`src/rtl/ram_arb_pkg.sv`:
```
// ============================================================
// ram_arb_pkg: shared types and defaults for the RAM arbiter
// Revision 1.0
// ============================================================
`default_nettype none

package ram_arb_pkg;

    localparam int DEFAULT_MEM_DEPTH = 4096;

    typedef enum logic [1:0] {
        IDLE   = 2'd0,
        BUSY_I = 2'd1,
        BUSY_D = 2'd2
    } state_t;

    typedef enum logic {
        GNT_I = 1'b0,
        GNT_D = 1'b1
    } grant_t;

endpackage

`default_nettype wire

```
`src/rtl/rr_arb2.sv`:
```
// ============================================================
// rr_arb2: two-requester round-robin decision (combinational)
// Revision 1.0
// ============================================================
`default_nettype none

module rr_arb2
    import ram_arb_pkg::*;
(
    input  logic [1:0] req,        // [0] instruction side, [1] data side
    input  grant_t     last_grant,
    output grant_t     grant
);

    always_comb begin
        grant = GNT_I;
        if (req == 2'b11) begin
            grant = (last_grant == GNT_I) ? GNT_D : GNT_I;
        end else if (req[1]) begin
            grant = GNT_D;
        end
    end

endmodule

`default_nettype wire

```
`src/rtl/ram_arbiter.sv`:
```
// ============================================================
// ram_arbiter: round-robin arbitration of I/D requesters onto one RAM
// Revision 1.0
// ============================================================
`default_nettype none

module ram_arbiter
    import ram_arb_pkg::*;
#(
    parameter  int MEM_DEPTH = DEFAULT_MEM_DEPTH,
    localparam int AW        = $clog2(MEM_DEPTH) - 3
) (
    input  logic          clk,
    input  logic          rstn,

    input  logic          i_req,
    input  logic [63:0]   i_addr,
    output logic          i_rvalid,
    output logic [63:0]   i_rdata,

    input  logic          d_req,
    input  logic          d_we,
    input  logic [63:0]   d_addr,
    input  logic [63:0]   d_wdata,
    input  logic [7:0]    d_wmask,
    output logic          d_rvalid,
    output logic [63:0]   d_rdata,

    output logic          ram_ren,
    output logic          ram_wen,
    output logic [AW-1:0] ram_addr,
    output logic [63:0]   ram_wdata,
    output logic [7:0]    ram_wmask,
    input  logic [63:0]   ram_rdata,
    input  logic          ram_valid
);

    state_t state;
    state_t state_next;
    grant_t last_grant;
    grant_t grant;

    // Only the word-address bits inside the RAM matter; the rest wrap.
    logic unused_addr_bits;
    assign unused_addr_bits = ^{i_addr[63:AW+3], i_addr[2:0],
                                d_addr[63:AW+3], d_addr[2:0]};

    rr_arb2 u_rr_arb2 (
        .req        ({d_req, i_req}),
        .last_grant (last_grant),
        .grant      (grant)
    );

    always_comb begin
        state_next = state;
        case (state)
            IDLE: begin
                if (i_req || d_req) begin
                    state_next = (grant == GNT_D) ? BUSY_D : BUSY_I;
                end
            end
            BUSY_I, BUSY_D: begin
                if (ram_valid) begin
                    state_next = IDLE;
                end
            end
            default: state_next = IDLE;
        endcase
    end

    // Completion is combinational on ram_valid; ram_valid seen in IDLE is dropped.
    assign i_rvalid = (state == BUSY_I) && ram_valid;
    assign d_rvalid = (state == BUSY_D) && ram_valid;
    assign i_rdata  = i_rvalid ? ram_rdata : 64'd0;
    assign d_rdata  = (d_rvalid && ram_ren) ? ram_rdata : 64'd0;

    // The RAM command registers double as the latched request payload.
    always_ff @(posedge clk or negedge rstn) begin
        if (!rstn) begin
            state      <= IDLE;
            last_grant <= GNT_I;
            ram_ren    <= 1'b0;
            ram_wen    <= 1'b0;
            ram_addr   <= '0;
            ram_wdata  <= '0;
            ram_wmask  <= '0;
        end else begin
            state <= state_next;
            if ((state == IDLE) && (state_next != IDLE)) begin
                last_grant <= grant;
                if (grant == GNT_D) begin
                    ram_ren   <= ~d_we;
                    ram_wen   <= d_we;
                    ram_addr  <= d_addr[AW+2:3];
                    ram_wdata <= d_wdata;
                    ram_wmask <= d_wmask;
                end else begin
                    ram_ren   <= 1'b1;
                    ram_wen   <= 1'b0;
                    ram_addr  <= i_addr[AW+2:3];
                    ram_wdata <= '0;
                    ram_wmask <= '0;
                end
            end else if (state_next == IDLE) begin
                ram_ren   <= 1'b0;
                ram_wen   <= 1'b0;
                ram_addr  <= '0;
                ram_wdata <= '0;
                ram_wmask <= '0;
            end
        end
    end

endmodule

`default_nettype wire

```
`config.mk`:
```
export PLATFORM = sky130hd
export DESIGN_NAME = ram_arbiter
export DESIGN_NICKNAME = d
export VERILOG_FILES = /design/src/rtl/ram_arb_pkg.sv /design/src/rtl/rr_arb2.sv /design/src/rtl/ram_arbiter.sv
export SDC_FILE = /design/constraint.sdc
export NUM_CORES = 1
export LEC_CHECK = 0
export CAP_MARGIN = 20
export CORE_AREA = 3 3 184 186
export CTS_CLUSTER_SIZE = 16
export DETAILED_ROUTE_END_ITERATION = 10
export DIE_AREA = 0 0 187 189
export GPL_TIMING_DRIVEN = 1
export PLACE_DENSITY = 0.53
export SLEW_MARGIN = 20
export SYNTH_ARGS = -nofsm -noshare
export SYNTH_HDL_FRONTEND = slang
export SYNTH_SLANG_ARGS = --single-unit
```
`constraint.sdc`:
```
create_clock -name clk -period 2.1 [get_ports clk]
set_input_delay 0.63 -clock clk [delete_from_list [all_inputs] [get_ports clk]]
set_output_delay 0.63 -clock clk [all_outputs]
set_load 0.02 [all_outputs]
```
==> flow_summary.ini <==
[global_route]
antenna_found_initial = 6
grt_pass1_vias = 5469
groute.usage.overall_pct = 13.6
grt_max_degree = 105
grt_pass1_wl_mm = 36.7
overflow = 0

[sta]
setup_viol = 129
tns_ns = -26.62
worst_pin_slew_ns = 0.503
relSlewSlack_pct = 66.5
finalCritPeriodShare_pct = 113
fin_crit_ns = 2.36
rsz0062_at_grt = true
finalHoldViolations = 0
slew_violations = 0
max_freq_ghz = 0.423
finClkSkew_ns = 0.0176
fin_ws_ns = -0.264

[final_layout]
postLayoutCellArea_um2 = 10200
multi_input_area_um2 = 2580
area_delta_synth_final_pct = 113
nets = 1226
nFillCells = 3460
seq_area_um2 = 2150
final_core_util_pct = 31.4
final_cells = 1399
final_layout_size_suffix_gt1_share_pct = 30.5

[clock_network]
hold_buffers = 0
root_buffer = clkbuf_16
clkSinkCount = 86
ctsLongestPathBuffers = 2
cts_max_level = 3
clk_pin_slew_ns = 0.07
numCtsBuffers = 9
clk_latency_ns = 0.35
tritoncts = yes

[synthesis]
ys_top_cells_by_count = dfrtp_1 (86), a21oi_1 (74), nand2b_1 (74), nand3_1 (74), and2_1 (66)
yosys.area.top_type = dfrtp_1
syn_avg_cell_area_um2 = 8.60
yosysMostFrequentCell = dfrtp_1
synth_top_cells_by_area = dfrtp_1 (45%), nand2b_1 (9.7%), and2_1 (8.6%)
syn_nets = 829
synth-main-ff-cell = dfrtp_1
seq_area_frac_synth_pct = 45.1
syn_area_um2 = 4770
postSynth.asyncResetShare_pct = 100
ys_warn_count = 0
synth-seq-cells = 86
ys_types = 25
synth_edf_count = 0
synth_top_cell_area_share_pct = 45.1
synthCells = 555

[floorplanning]
chipWidth_um = 187
ioPinCount = 483
die_h_um = 189
die_area_um2 = 35300
std_cell_rows = 66
core_um2 = 32500
initial_utilization_pct = 14.7

[critical_path]
worstReg2RegStart = state[1]
rrSetupSlack_ns = 0.17
end_kind = output port
rr_endpoint = ram_addr[5]
critPathArrivalTime_ns = 1.73
startpoint_type = flop
required_ns = 1.47
crit_end = d_rdata[34]
reg2reg_depth = 9
path_class = flop to output port
crit_start = state[0]
cp_max_fo = 7

[drt]
drt-vias-per-instance = 4.02
route.met3.wl_mm = 2.33
routed-via-count = 5621
wire_per_inst_um = 18.7
met1Wirelength_mm = 12.1
antenna_left = 0
dr_wl_met2_mm = 11.5
route.detailed.drc = 0
highest_layer = met5
drtIter0Drc = 182
wirelength_mm = 26.2
firstDrtPassIters = 4

[power]
ir_drop_uv = 743
p_per_area_nw_per_um2 = 1030
p_leak_nw = 4.57

[run]
cap_violations = 0

[place]
numPortBuffers = 372
placed_area_um2 = 9290
gp_congestion = 0.813
dp_hpwl_mm = 19.5
place_inst = 1361

[run_status]
status = finished, violations left
violations = negative setup slack

[min_path]
hp-class = input port to asynchronous set/reset pin
per-layer routing:
layer | up-vias | track usage (%)
met2 | 255 | 20.8
met1 | 2662 | 18.5
met4 | 10 | 2.41
li1 | 2671 | -
met3 | 23 | 5.24
met5 | - | 0
area by class of cell:
cell class / count / area share [%]
sequential: 86 / 21.1
inverter: 3 / 0.111
tap: 442 / 5.43
timing repair buffer: 444 / 44.7
multi-input combinational: 408 / 25.3
antenna: 1 / 0.0246
clock inverter: 4 / 0.933
clock buffer: 11 / 2.38
power by group:
| part | switching [W] | total (W) | leakage [nW] | internal, W |
|---|---|---|---|---|
| clock | 0.000714 | 0.00190 | 0.166 | 0.00119 |
| combinational | 0.00319 | 0.00621 | 3.24 | 0.00303 |
| sequential | 0.000263 | 0.00237 | 1.17 | 0.00211 |
cell families (layout without fill, tap and decap cells):
kind of cell / count (synthesis) / after routing / synth area share (%)
AND/OR/NAND/NOR: 314 / 314 / 37.7
multiplexers: 1 / 1 / 0.236
adder cells (fa/ha/maj): 4 / 4 / 1.05
flip-flops: 86 / 86 / 45.1
AO/OA/AOI/OAI: 89 / 89 / 10.4
buffers and inverters: 61 / 462 / 5.50
other: 0 / 1 / 0
critical path, cell delays in order (launching register included):
cell and delay [ns]:
dfrtp_1 0.39, inv_2 0.08, ha_4 0.13, and3_4 0.23, buf_6 0.15, buf_16 0.12
and2_4 0.16, buf_6 0.12
cells in the final DEF (no fill, tap or decap), types with 2 or more instances in the layout:
master	n
dlymetal6s2s_1	2
and3_1	62
and3_4	3
nand3_1	74
nand2_1	19
clkbuf_16	15
and2_1	8
buf_2	19
nor2_1	11
clkbuf_2	2
buf_8	2
a21oi_1	74
buf_16	4
buf_4	82
clkdlybuf4s50_1	238
inv_2	2
nand2b_1	74
and2_4	58
o21ai_0	2
dfrtp_1	85
ha_4	3
buf_6	74
a311oi_1	9
bufinv_16	3
buf_12	15
worst min path at each step:
stage / from / slack, ns / to / cells after the start
after global routing: rstn / 0.26 / ram_wmask[1] / 1
after global placement: ram_wdata[41] / 0.52 / ram_wdata[41] / 2
final: rstn / 0.24 / ram_wmask[1] / 1
after detailed placement: ram_wdata[42] / 0.53 / ram_wdata[42] / 2
after CTS: rstn / 0.25 / state[0] / 1
after floorplan: rstn / 0.33 / last_grant / 0
flip-flops by register name (all words and copies together) (netlist names):
signal,flops
last_grant,1
ram_wen,1
ram_ren,1
ram_addr,9
ram_wmask,8
ram_wdata,64
state,2
per-stage QoR:
stage          worst slack [ns]  hold WS [ns]  power [W]
2_1_floorplan            0.0192         0.334    0.00526
3_3_place_gp             -0.577         0.525    0.00793
3_5_place_dp             -0.597         0.528    0.00797
4_1_cts                  -0.359         0.251     0.0101
5_1_grt                  -0.321         0.264     0.0111
6_report                 -0.264         0.236     0.0105
what timing repair did:
action	in CTS	in global routing
endpoints found under the setup margin	202	210
pin swaps	1	6
resized for setup	525	208
cloned	4	6
buffers inserted	5	8
Power figures use the tool's default switching activity.
